$ cat src/rtl/scalar_pkg.sv
// -----------------------------------------------------------------------------
// scalar_pkg
// Shared constants and types for the scalar write-back arbiter.
//   REG_ADDR_W      : register-file index width (5 -> 32 registers, R0 hardwired)
//   DEFAULT_DATA_W  : default write-back data / counter width
//   DEFAULT_NREQ    : default number of write-back requesters
//   req_idx_e       : requester indices (ALU, MEM, VEC)
// -----------------------------------------------------------------------------
package scalar_pkg;

  localparam int REG_ADDR_W     = 5;
  localparam int DEFAULT_DATA_W = 19;
  localparam int DEFAULT_NREQ   = 3;

  typedef enum logic [1:0] {
    REQ_ALU = 2'd0,
    REQ_MEM = 2'd1,
    REQ_VEC = 2'd2
  } req_idx_e;

endpackage

$ cat src/rtl/wb_rr_arbiter.sv
// -----------------------------------------------------------------------------
// wb_rr_arbiter
// Round-robin grant generator with a registered priority pointer.
// The grant is the first valid requester at or after the pointer (wrapping),
// and the pointer moves to one past the granted index. No grant while hold.
// Ports:
//   clk   : clock, rising edge
//   rst   : asynchronous active-high reset (pointer -> 0)
//   hold  : freeze; forces grant to zero and therefore freezes the pointer
//   valid : per-requester request
//   grant : one-hot or zero grant, combinational from valid/hold/pointer
// -----------------------------------------------------------------------------
module wb_rr_arbiter #(
  parameter int NREQ = 3
) (
  input  logic            clk,
  input  logic            rst,
  input  logic            hold,
  input  logic [NREQ-1:0] valid,
  output logic [NREQ-1:0] grant
);

  localparam int PTR_W = (NREQ > 1) ? $clog2(NREQ) : 1;

  logic [PTR_W-1:0] ptr_reg;
  logic [PTR_W-1:0] ptr_next;
  logic [NREQ-1:0]  upper_mask;
  logic [NREQ-1:0]  masked;
  logic [NREQ-1:0]  pick_src;

  // upper_mask selects requesters whose index is at or above the pointer.
  generate
    for (genvar gi = 0; gi < NREQ; gi++) begin : g_mask
      assign upper_mask[gi] = (PTR_W'(gi) >= ptr_reg);
    end
  endgenerate

  // Search the upper window first; if it is empty, wrap and search from 0.
  // Isolating the lowest set bit of the chosen window gives the one-hot grant.
  always_comb begin
    masked   = valid & upper_mask;
    pick_src = (|masked) ? masked : valid;
    grant    = '0;
    if (!hold) begin
      grant = pick_src & (~pick_src + NREQ'(1));
    end
  end

  always_comb begin
    ptr_next = ptr_reg;
    for (int i = 0; i < NREQ; i++) begin
      if (grant[i]) begin
        ptr_next = (i == NREQ - 1) ? '0 : PTR_W'(i + 1);
      end
    end
  end

  always_ff @(posedge clk or posedge rst) begin
    if (rst) begin
      ptr_reg <= '0;
    end else begin
      ptr_reg <= ptr_next;
    end
  end

endmodule

$ cat src/rtl/scalar_wb_arbiter.sv
// -----------------------------------------------------------------------------
// scalar_wb_arbiter
// Round-robin arbitration of NREQ write-back requesters onto one register-file
// write port. The granted transfer appears on rf_* one cycle after the
// handshake. Writes to R0 are accepted but never enabled.
// Optional feature macro: WB_CONFLICT_CNT_EN adds the conflict_count port.
// Ports:
//   clk, rst       : clock; asynchronous active-high reset
//   hold           : pipeline freeze (no grants, counters still run)
//   req_valid      : [NREQ] request per requester (0=ALU, 1=MEM, 2=VEC)
//   req_rd         : [NREQ*5] destination index, requester i at bits [i*5 +: 5]
//   req_wd         : [NREQ*DATA_W] write data, requester i at [i*DATA_W +: DATA_W]
//   req_ready      : [NREQ] one-hot grant
//   rf_wes/rf_rd/rf_wd : registered register-file write port
//   stall_count    : saturating count of cycles with an ungranted valid request
//   conflict_count : saturating count of cycles with >=2 valid requests (macro)
// -----------------------------------------------------------------------------
module scalar_wb_arbiter
  import scalar_pkg::*;
#(
  parameter int DATA_W = DEFAULT_DATA_W,
  parameter int NREQ   = DEFAULT_NREQ
) (
  input  logic                       clk,
  input  logic                       rst,
  input  logic                       hold,
  input  logic [NREQ-1:0]            req_valid,
  input  logic [NREQ*REG_ADDR_W-1:0] req_rd,
  input  logic [NREQ*DATA_W-1:0]     req_wd,
  output logic [NREQ-1:0]            req_ready,
  output logic                       rf_wes,
  output logic [REG_ADDR_W-1:0]      rf_rd,
  output logic [DATA_W-1:0]          rf_wd,
  output logic [DATA_W-1:0]          stall_count
`ifdef WB_CONFLICT_CNT_EN
  ,
  output logic [DATA_W-1:0]          conflict_count
`endif
);

  logic [NREQ-1:0]       grant;
  logic                  xfer;
  logic [REG_ADDR_W-1:0] rd_masked [NREQ];
  logic [DATA_W-1:0]     wd_masked [NREQ];
  logic [REG_ADDR_W-1:0] sel_rd;
  logic [DATA_W-1:0]     sel_wd;

  logic                  rf_wes_reg;
  logic                  rf_wes_next;
  logic [REG_ADDR_W-1:0] rf_rd_reg;
  logic [REG_ADDR_W-1:0] rf_rd_next;
  logic [DATA_W-1:0]     rf_wd_reg;
  logic [DATA_W-1:0]     rf_wd_next;
  logic                  stall_event;
  logic [DATA_W-1:0]     stall_count_reg;
  logic [DATA_W-1:0]     stall_count_next;

  wb_rr_arbiter #(
    .NREQ(NREQ)
  ) u_rr (
    .clk  (clk),
    .rst  (rst),
    .hold (hold),
    .valid(req_valid),
    .grant(grant)
  );

  assign req_ready = grant;
  assign xfer      = |grant;

  // Grant is one-hot, so an AND-OR mux selects the winner's rd/wd.
  generate
    for (genvar gi = 0; gi < NREQ; gi++) begin : g_sel
      assign rd_masked[gi] = req_rd[gi*REG_ADDR_W +: REG_ADDR_W] & {REG_ADDR_W{grant[gi]}};
      assign wd_masked[gi] = req_wd[gi*DATA_W +: DATA_W] & {DATA_W{grant[gi]}};
    end
  endgenerate

  always_comb begin
    sel_rd = '0;
    sel_wd = '0;
    for (int i = 0; i < NREQ; i++) begin
      sel_rd = sel_rd | rd_masked[i];
      sel_wd = sel_wd | wd_masked[i];
    end
  end

  // A stall cycle is any cycle where some valid requester is left without a
  // grant; this naturally covers hold cycles, where the grant is forced to 0.
  assign stall_event = |(req_valid & ~grant);

  always_comb begin
    rf_wes_next      = 1'b0;
    rf_rd_next       = rf_rd_reg;
    rf_wd_next       = rf_wd_reg;
    stall_count_next = stall_count_reg;
    if (xfer) begin
      // R0 transfers complete the handshake but never raise the write enable.
      rf_wes_next = (sel_rd != '0);
      rf_rd_next  = sel_rd;
      rf_wd_next  = sel_wd;
    end
    if (stall_event && (stall_count_reg != {DATA_W{1'b1}})) begin
      stall_count_next = stall_count_reg + DATA_W'(1);
    end
  end

  always_ff @(posedge clk or posedge rst) begin
    if (rst) begin
      rf_wes_reg      <= 1'b0;
      rf_rd_reg       <= '0;
      rf_wd_reg       <= '0;
      stall_count_reg <= '0;
    end else begin
      rf_wes_reg      <= rf_wes_next;
      rf_rd_reg       <= rf_rd_next;
      rf_wd_reg       <= rf_wd_next;
      stall_count_reg <= stall_count_next;
    end
  end

  assign rf_wes      = rf_wes_reg;
  assign rf_rd       = rf_rd_reg;
  assign rf_wd       = rf_wd_reg;
  assign stall_count = stall_count_reg;

`ifdef WB_CONFLICT_CNT_EN
  logic              conflict_event;
  logic [DATA_W-1:0] conflict_count_reg;
  logic [DATA_W-1:0] conflict_count_next;

  // x & (x-1) is non-zero exactly when two or more bits of x are set.
  assign conflict_event = |(req_valid & (req_valid - NREQ'(1)));

  always_comb begin
    conflict_count_next = conflict_count_reg;
    if (conflict_event && (conflict_count_reg != {DATA_W{1'b1}})) begin
      conflict_count_next = conflict_count_reg + DATA_W'(1);
    end
  end

  always_ff @(posedge clk or posedge rst) begin
    if (rst) begin
      conflict_count_reg <= '0;
    end else begin
      conflict_count_reg <= conflict_count_next;
    end
  end

  assign conflict_count = conflict_count_reg;
`endif

endmodule

$ cat config.mk
export PLATFORM = sky130hd
export DESIGN_NAME = scalar_wb_arbiter
export DESIGN_NICKNAME = d
export VERILOG_FILES = /design/src/rtl/scalar_pkg.sv /design/src/rtl/wb_rr_arbiter.sv /design/src/rtl/scalar_wb_arbiter.sv
export SDC_FILE = /design/constraint.sdc
export NUM_CORES = 1
export LEC_CHECK = 0
export BUFFER_PORTS_ARGS = -buffer_cell sky130_fd_sc_hd__buf_2
export CAP_MARGIN = 20
export CORE_AREA = 2 2 73 75
export DETAILED_ROUTE_END_ITERATION = 10
export DIE_AREA = 0 0 75 77
export GPL_TIMING_DRIVEN = 1
export PLACE_DENSITY = 0.79
export SYNTH_ARGS = -nofsm -noshare
export SYNTH_HDL_FRONTEND = slang
export SYNTH_SLANG_ARGS = --single-unit
$ cat constraint.sdc
create_clock -name clk -period 5.7 [get_ports clk]
set_clock_uncertainty 0.1 [all_clocks]
set_input_delay 1.14 -clock clk [delete_from_list [all_inputs] [get_ports clk]]
set_output_delay 1.14 -clock clk [all_outputs]
set_load 0.005 [all_outputs]
== Word-level counts from Yosys, hierarchy flattened ==
Index checks and enable logic that the tools add are counted.
Storage, ports and cells
  bits in registers: 46
  output and inout bits: 47
  word-level logic and storage cells: 38
Cells by class
  $add $sub $neg: 2
  magnitude comparators: 3
  eq/ne operators: 1
  mux-type cells: 6
  bitwise logic cells: 15
  reduce and logical (&&, ||, !) cells: 6
Operators with widths (number)
  $and 19x19->19: 3
  $or 19x19->19: 2
  $add 19x1->19 const B: 1
  $ne 19x19->1 const B: 1
  $and 5x5->5: 3
  $or 5x5->5: 2
  $and 3x3->3: 3
  $reduce_or 3->1: 3
  $mux 2: 3
  $mux 3: 2
  $not 3->3: 2
  $reduce_bool 5->1: 1
  $ge 1x2->1 const A: 2
  $add 3x1->3 const B: 1
  $reduce_bool 3->1: 1
  $ge 2x2->1 const A: 1
  $logic_and 1x1->1: 1
  $mux 1: 1

== Depth between registers and ports, before layout ==
Gate-level depths: netlist of the first run.
  word-level depth: 13
  depth in mapped cells: 7

== Hierarchy ==
From an unflattened synthesis of the first run, not the netlist that was laid out.
Unflattened totals
  cells, all modules: 237
  area total of the unflattened synthesis: 2417.3 sq um
By module, submodules not included
  scalar_wb_arbiter: times used 1, cells each 210, area an instance 2217.1 sq um, sequential area each 1101.1 sq um
  wb_rr_arbiter: times used 1, cells each 27, area an instance 200.2 sq um, sequential area each 50.0 sq um

== Worst setup path after synthesis of the first run ==
Ideal clock, no wire load.
  path type: input -> output
  from: input req_valid[2]
  to: output req_ready[1]
  data arrival time: 2.093 ns
  data required time: 4.460 ns
  path slack: 2.367 ns
  stages: 5
  path through: buf_2 -> a21oi_1 -> o2111a_1 -> clkbuf_1 -> clkbuf_1
On the way
  longest elaborated chain between the ends: 7
RTL lines
  start: declaration: line scalar_wb_arbiter.sv:27  | input logic [NREQ-1:0] req_valid,
  $and 3x3->3 (*): line wb_rr_arbiter.sv:41  | masked = valid & upper_mask;
  $reduce_or 3->1 (*): line wb_rr_arbiter.sv:42  | pick_src = (|masked) ? masked : valid;
  $mux 3 (*): line wb_rr_arbiter.sv:42
  $not 3->3: line wb_rr_arbiter.sv:45  | grant = pick_src & (~pick_src + NREQ'(1));
  $add 3x1->3: line wb_rr_arbiter.sv:45
  $and 3x3->3 (*): line wb_rr_arbiter.sv:45
  $mux 3 (*): line wb_rr_arbiter.sv:44  | if (!hold) begin
  end: declaration: line scalar_wb_arbiter.sv:30  | output logic [NREQ-1:0] req_ready,
Every way passes the cells marked *; elsewhere a longest branch is shown, timed or not.

== Worst setup path after layout of the first run ==
  from: input hold
  to: output req_ready[0]
On the way
  longest elaborated chain between the ends: 1
RTL lines
  start: declaration: line scalar_wb_arbiter.sv:26  | input logic hold,
  $mux 3: line wb_rr_arbiter.sv:44
No other way between the ends.

==> flow_summary.ini, run 1 <==
[timing]
fin_crit_sh_pct = 60.7
slew_headroom_pct = 33.9
tns_ns = 0
rsz0062_at_grt = false
drv_slew = 0
setup_viol = 0
worstMarginPinSlew_ns = 0.991
fmax_mhz = 289
post-route-min-period_ns = 3.46
hold_viol = 0

[global_route]
overflow = 0
grt_max_degree = 47
grt_pass1_vias = 2122
grt_pass1_wl_mm = 9.27
antenna_found_initial = 0
grt_usage_pct = 20.4

[die]
start_util_pct = 44.2
die_h_um = 77
die_x_um = 75
core_um2 = 4980
dieArea_um2 = 5780
rows = 26
boundaryPins = 125

[yosys]
yosysMostFrequentCell = nand2_1
synth_edf_count = 0
synth_top_area_share_pct = 52.3
yosysUniqueCellTypes = 42
ys_ff_latch = 46
synth_cells = 219
synth-main-ff-cell = dfrtp_1
yosys_warnings = 0
async_flop_share_pct = 100
syn_area_per_cell_um2 = 10.0
synth_fp_nets = 298
seq_area_frac_synth_pct = 52.3
ys_top_cells_by_count = nand2_1 (55), dfrtp_1 (46), a222oi_1 (22), nand3_1 (12)
synth_area_leader_cell = dfrtp_1
syn_area_um2 = 2200
synthTopCellsByArea = dfrtp_1 (52%), a222oi_1 (10%), nand2_1 (9.4%)

[power]
pwr-share-seq_pct = 50.8
irDropWorstVdd_uv = 138
switching_power_uw = 284
p_leak_nw = 1.55
clockPowerShare_pct = 20.8
pwr-share-comb_pct = 28.4
swShare_pct = 31.2
cellPowerDensity_nw_per_um2 = 307
power.internal_uw = 625

[clock_tree]
cts_tree = built
cts.sinks = 46
cts-root-buf = clkbuf_8
post_cts_resized = 0
clkSlewWorstSetupHoldPaths_ns = 0.08
insertion_delay_ns = 0.28
ctsHtreeMaxLevel = 2
numCtsBuffers = 5
cts_buffer_depth = 2
cts_setup_buffers = 0
cts.hold.buffers_added = 0

[drt]
drtPass1Iterations = 5
drc = 0
drtAntennaViolNets = 0
viasPerCell = 5.29
dr.first_iter.drc_count = 163
wirelength_mm = 5.58
num_vias = 2158
wl_per_cell_um = 13.7

[final_layout]
drive_gt1_share_pct = 41.1
fin_area_um2 = 2960
antenna-diode-count = 0
syn_to_final_growth_pct = 34.6
nNetsFinal = 418

[critical_path]
arrival_ns = 2.22
critical_path_class = input pin to primary output
cp.required_ns = 4.46
crit_top_cell = buf_2
cp_max_fo = 25
cp_slowest_cell = o2111a_2
endpoint_kind = primary output
cp_slowest_stage_delay_ns = 0.58
startpoint_type = input pin
worstPathCellList = buf_2, inv_1, o2111a_2, buf_2

[worst_hold_path]
hold_path.class = flop to flop

[place]
dpl.hpwl_mm = 4.10
io_buffers = 124
gp_congestion = 0.818
post_dp_cell_area_um2 = 2880

[outcome]
status = finished, final reports clean

[job]
cap_violations = 0
==> layout make-up <==
| type | instances | area, um2 |
|---|---|---|
| multi-input combinational | 156 | 995 |
| timing repair buffer | 125 | 628 |
| tap | 70 | 87.6 |
| sequential | 46 | 1150 |
| clock buffer | 6 | 82.6 |
| fill | 444 | 2010 |
| inverter | 5 | 18.8 |
==> placed cells by master (no fill, tap or decap), types with 3 or more instances in the layout <==
cell type,netlist,final
a222oi_1,22,22
nor3_1,4,4
buf_2,4,124
nand2_1,55,55
a21oi_1,3,3
dfrtp_1,46,46
xnor2_1,7,7
nand4_1,4,4
clkbuf_8,0,6
inv_1,5,4
xor2_1,6,6
nor2_1,8,8
nand3_1,12,12
==> worst max-delay path, delay by kind of cell <==
family | cells | cell delay (ns)
AOI/OAI and AO/OA | 1 | 0.58
buffers and inverters | 3 | 0.49
==> per-layer routing <==
layer	share of wire, %	track usage (%)
met1	41	23.8
met2	51	36.0
met3	7.0	5.65
met4	0.61	5.18
met5	0	0
==> per-stage QoR <==
stage	setup slack (ns)	instances	hold WS [ns]	util, %	power (mW)
6_report	2.24	408	0.374	59.5	0.909
5_1_grt	2.17	408	0.403	59.5	0.975
4_1_cts	2.24	408	0.381	59.5	0.920
3_5_place_dp	2.24	402	0.363	57.9	0.728
3_3_place_gp	2.28	402	0.360	57.9	0.719
2_1_floorplan	2.37	219	0.363	-	0.595
==> kinds of logic (layout without fill, tap and decap cells) <==
family / count (synthesis) / after routing / synth area share (%)
fa+ha+maj: 2 / 2 / 1.02
buf+inv: 17 / 136 / 3.13
mux: 1 / 1 / 0.512
simple gates: 95 / 95 / 19.4
compound gates: 45 / 45 / 18.5
xor+xnor: 13 / 13 / 5.17
flops: 46 / 46 / 52.3
==> power groups by stage <==
stage	registers, mW	clock network [mW]	logic (mW)
detailed placement	0.464	0	0.264
global route	0.472	0.209	0.295
floorplan	0.461	0	0.135
finish	0.461	0.189	0.258
global placement	0.463	0	0.256
CTS	0.460	0.196	0.263
==> final timing paths <==
| path | from | to | slack, ns | cells after the start |
|---|---|---|---|---|
| setup / recovery | hold | req_ready[0] | 2.24 | 4 |
| hold / removal | rf_rd[4]$_DFFE_PP0P_ | rf_rd[4]$_DFFE_PP0P_ | 0.37 | 2 |
| setup reg to reg | u_rr.ptr_reg[1]$_DFFE_PP0P_ | rf_wes$_DFF_PP0_ | 3.55 | 5 |
| min in group asynchronous | rst | stall_count[2]$_DFFE_PP0P_ | 0.96 | 2 |
| max in group asynchronous | rst | stall_count[18]$_DFFE_PP0P_ | 3.97 | 2 |
| hold reg to reg | rf_rd[4]$_DFFE_PP0P_ | rf_rd[4]$_DFFE_PP0P_ | 0.37 | 2 |
No activity file was read; power rests on OpenSTA's default activity.
==> run 2: changes to the inputs <==
CORE_AREA = 2 2 78 80   (was 2 2 73 75)
DIE_AREA = 0 0 80 82   (was 0 0 75 77)
PLACE_DENSITY = 0.73   (was 0.79)
clock period = 2.9 ns   (was 5.7 ns; I/O delays follow)
==> run 2 against run 1 <==
Compared with the run above: via count increased by 2.6%; clock power increased by 140%; global-route usage decreased by 1.3 points; combinational power increased by 100%; clock-buffer cell count increased by 1; largest power group unchanged; highest routed layer unchanged.
==> flow_summary.ini, run 2 (synthesized netlist as in run 1, its figures left out) <==
[outcome]
status = finished, final reports clean

[critical_path]
worstPathCellList = nor3b_1, o311a_4, buf_2
cp.required_ns = 2.22
cp_max_fo = 25
critPathBufInv = 1
r2r-start = u_rr.ptr_reg[0]$_DFFE_PP0P_
ff2ff_path_depth = 5
r2r_setup_slack_ns = 0.83
crit_family = flip-flops
cp_slowest_cell = dfrtp_1
startpoint_type = flop
arrival_ns = 1.61
endpoint_kind = primary output
cp_slowest_stage_delay_ns = 0.46
reg2reg_to = rf_wes$_DFF_PP0_
critical_path_class = flop to primary output

[clock_tree]
cts.hold.buffers_added = 0
insertion_delay_ns = 0.29
ctsHtreeMaxLevel = 2
post_cts_resized = 0
cts-root-buf = clkbuf_8
cts_buffer_depth = 2
numCtsBuffers = 5
cts_setup_buffers = 0
cts_tree = built
cts.sinks = 46
clkSlewWorstSetupHoldPaths_ns = 0.08

[drt]
wl_per_cell_um = 14.7
viasPerCell = 5.29
drtAntennaViolNets = 0
drc = 0
drtPass1Iterations = 7
dr.first_iter.drc_count = 145
num_vias = 2215
wirelength_mm = 6.15

[timing]
post-route-min-period_ns = 2.29
setup_viol = 0
slew_headroom_pct = 45.6
rsz0062_at_grt = false
hold_viol = 0
drv_slew = 0
fin_crit_sh_pct = 79.1
fmax_mhz = 436
worstMarginPinSlew_ns = 0.816
tns_ns = 0

[global_route]
grt_pass1_wl_mm = 9.73
grt_max_degree = 47
grt_pass1_vias = 2167
gr-usage-met1_pct = 21.5
use_met3_pct = 5.71
busiest_layer = met2
antenna_found_initial = 0
grt_usage_pct = 19.1
overflow = 0
met2_usage_pct = 35.8

[die]
boundaryPins = 125
rows = 28
start_util_pct = 38.3
die_x_um = 80
die_h_um = 82
core_um2 = 5750
dieArea_um2 = 6560

[final_layout]
final_cell_mix = buf_2 (124), nand2_1 (55), dfrtp_1 (46), a222oi_1 (22), nand3_1 (12)
utilization_pct = 52.8
layout_commonest_cell = buf_2
fillers = 554
fin_area_um2 = 3040
antenna-diode-count = 0
syn_to_final_growth_pct = 37.9
drive_gt1_share_pct = 41.6
nNetsFinal = 422

[place]
gp_congestion = 0.833
io_buffers = 124
post_dp_cell_area_um2 = 2910
dpl.hpwl_mm = 4.65

[worst_hold_path]
hold_path.class = input pin to asynchronous set/reset pin

[power]
cellPowerDensity_nw_per_um2 = 622
irDropWorstVdd_uv = 299
p_leak_nw = 1.59

[job]
cap_violations = 0
==> run 2: cell types whose count changed in the layout (fill, tap and decap cells not counted), sizes merged <==
cell and delta:
clkbuf +1, bufinv +1, buf +4
==> run 2: per-stage QoR <==
| stage | hold WS (ns) | std cells | setup slack [ns] | power, mW |
|---|---|---|---|---|
| detailed placement | 0.375 | 410 | 0.578 | 1.44 |
| global placement | 0.374 | 410 | 0.647 | 1.42 |
| CTS | 0.359 | 418 | 0.599 | 1.91 |
| global route | 0.208 | 419 | 0.496 | 2.02 |
| floorplan | 0.363 | 219 | 0.687 | 1.17 |
| finish | 0.179 | 419 | 0.607 | 1.89 |
==> run 2: worst register-to-register path: stages (launching register included) <==
cell,delay (ns)
dfrtp_1,0.46
nor3b_1,0.18
o311a_4,0.51
a222oi_1,0.35
nand4_1,0.13
or2_1,0.24
==> run 2: area by class of cell <==
type | instances | area, um2 | share of cell area [%]
flip-flops and latches | 46 | 1150 | 37.9
multi-input cells | 156 | 995 | 32.8
repair buffers | 129 | 671 | 22.1
well taps | 75 | 93.8 | 3.09
clock buffers | 7 | 76.3 | 2.51
clock inverters | 1 | 30.0 | 0.989
inverters | 5 | 18.8 | 0.618
==> run 2: metal layers <==
| layer | share of wire, % | vias to the layer above |
|---|---|---|
| li1 | - | 1063 |
| met4 | 0.94 | 0 |
| met1 | 39 | 1035 |
| met2 | 51 | 110 |
| met5 | 0 | - |
| met3 | 9.1 | 7 |
==> run 2: power breakdown <==
group          internal (mW)  switching [mW]  total, mW
combinational          0.273           0.244      0.517
clock                  0.258           0.204      0.462
sequential             0.779           0.129      0.908
total                   1.31           0.578       1.89
==> run 2: how the worst max path moves through the flow <==
stage                                            from               end  cells after the start
after floorplan                          req_valid[2]      req_ready[1]                      5
after global placement                   req_valid[1]  rf_wes$_DFF_PP0_                      6
after CTS                 u_rr.ptr_reg[0]$_DFFE_PP0P_      req_ready[2]                      3
after global routing      u_rr.ptr_reg[0]$_DFFE_PP0P_      req_ready[2]                      3
after detailed placement                 req_valid[1]  rf_wes$_DFF_PP0_                      6
final                     u_rr.ptr_reg[0]$_DFFE_PP0P_      req_ready[2]                      3
==> run 3: changes to the inputs <==
CORE_AREA = 2 2 74 76   (was 2 2 78 80)
DIE_AREA = 0 0 76 78   (was 0 0 80 82)
PLACE_DENSITY = 0.77   (was 0.73)
clock period = 2.2 ns   (was 2.9 ns; I/O delays follow)
==> run 3 against run 2 <==
Compared with the run above: setup slack got worse by 0.52 ns; highest routed layer unchanged; first-iteration DRC count is 23% higher; sequential share of layout area down 0.69 points; register-to-register slack worse by 0.70 ns; power is 35% higher; largest power group unchanged; critical path depth is the same; sequential cell count is the same; global-route usage up 1.5 points; final cell count up 0.72%.
==> flow_summary.ini, run 3 (synthesized netlist as in run 1, its figures left out) <==
[worst_hold_path]
hold_path.class = input pin to asynchronous set/reset pin

[clock_tree]
cts_tree = built
clkSlewWorstSetupHoldPaths_ns = 0.09
cts-root-buf = clkbuf_8
ctsHtreeMaxLevel = 2
cts.sinks = 46
cts.hold.buffers_added = 0
numCtsBuffers = 5
insertion_delay_ns = 0.29
cts_buffer_depth = 2

[timing]
worstMarginPinSlew_ns = 0.444
slew_headroom_pct = 70.4
fin_ws_ns = 0.0909
tns_ns = 0
rsz0062_at_grt = false
fmax_mhz = 474
hold_viol = 0
setup_viol = 0
fin_crit_sh_pct = 95.9
post-route-min-period_ns = 2.11
drv_slew = 0

[global_route]
grt_pass1_vias = 2027
grt_max_degree = 26
met2_usage_pct = 35.4
overflow = 0
grt_usage_pct = 20.6
antenna_found_initial = 0
gr-usage-met1_pct = 26.3
grt_pass1_wl_mm = 9.74
busiest_layer = met2
use_met3_pct = 4.88

[final_layout]
antenna-diode-count = 0
layout_commonest_cell = buf_2
nNetsFinal = 431
drive_gt1_share_pct = 43.8
syn_to_final_growth_pct = 40.5
utilization_pct = 61.3
final_cell_mix = buf_2 (124), nand2_1 (55), dfrtp_1 (46), a222oi_1 (22), buf_4 (14)

[power]
p_leak_nw = 1.63
finalPower_mw = 2.54
irDropWorstVdd_uv = 428
cellPowerDensity_nw_per_um2 = 822

[drt]
drc = 0
viasPerCell = 5.25
drtPass1Iterations = 8
wirelength_mm = 6.09
drtAntennaViolNets = 0
wl_per_cell_um = 14.4
dr.first_iter.drc_count = 178
num_vias = 2214

[critical_path]
r2r-start = u_rr.ptr_reg[0]$_DFFE_PP0P_
startpoint_type = flop
arrival_ns = 1.57
cp_max_fo = 19
endpoint_kind = primary output
crit_start = u_rr.ptr_reg[0]$_DFFE_PP0P_
critical_path_class = flop to primary output
cp.required_ns = 1.66

[die]
core_um2 = 5040
dieArea_um2 = 5930
rows = 26
boundaryPins = 125
die_h_um = 78
die_x_um = 76
start_util_pct = 43.6

[place]
gp_congestion = 0.832
io_buffers = 124
dpl.hpwl_mm = 4.77
place_ws_ns = 0.157

[outcome]
status = finished, final reports clean

[job]
cap_violations = 0
-- run 3: changes by cell type in the layout (fill, tap and decap cells not counted), sizes merged --
cell,previous run,this run
buf,129,138
clkbuf,7,6
-- run 3: worst max-delay path: stages, from the launching register on --
cell and delay (ns):
dfrtp_1 0.45, nor3b_1 0.17, o311a_4 0.48, buf_2 0.16
-- run 3: area by class of cell --
cell class	count	area, um2
tap	70	87.6
clock inverter	1	30.0
fill	443	1950
sequential	46	1150
clock buffer	6	82.6
multi-input combinational	156	996
timing repair buffer	138	726
inverter	5	18.8
-- run 3: power breakdown --
group | switching, mW | total, mW | internal, mW
logic | 0.328 | 0.699 | 0.371
registers | 0.182 | 1.21 | 1.03
clock network | 0.269 | 0.633 | 0.364
total | 0.779 | 2.54 | 1.76
-- run 3: metrics by stage --
stage                     area [um2]  hold slack (ns)  instances
after floorplan                 2200            0.363        219
after global placement          2960            0.363        413
after detailed placement        2960            0.360        413
after CTS                       3080           0.0431        420
after global routing            3090           0.0715        422
final                           3090           0.0380        422
-- run 3: repair_timing --
action | 4_1_cts | 5_1_grt
gates resized for setup | 0 | 1
endpoints found under the setup margin | 0 | 1
setup buffers | 0 | 2
-- run 3: path summary, 6_finish.rpt --
kind                                              end  slack [ns]  cells past startpoint
setup / recovery                         req_ready[2]        0.09                      3
hold / removal             stall_count[8]$_DFFE_PP0P_        0.04                      2
setup reg to reg                     rf_wes$_DFF_PP0_        0.13                      5
hold reg to reg                  rf_rd[4]$_DFFE_PP0P_        0.37                      2
max in group asynchronous        rf_wd[0]$_DFFE_PP0P_        1.41                      3
min in group clk                rf_wd[11]$_DFFE_PP0P_        0.23                      3
-- run 3: metal layers --
| layer | share of wire [%] | wire length [um] |
|---|---|---|
| met5 | 0 | 0 |
| met2 | 51 | 3130 |
| met1 | 42 | 2540 |
| met3 | 6.5 | 396 |
| met4 | 0.51 | 31 |
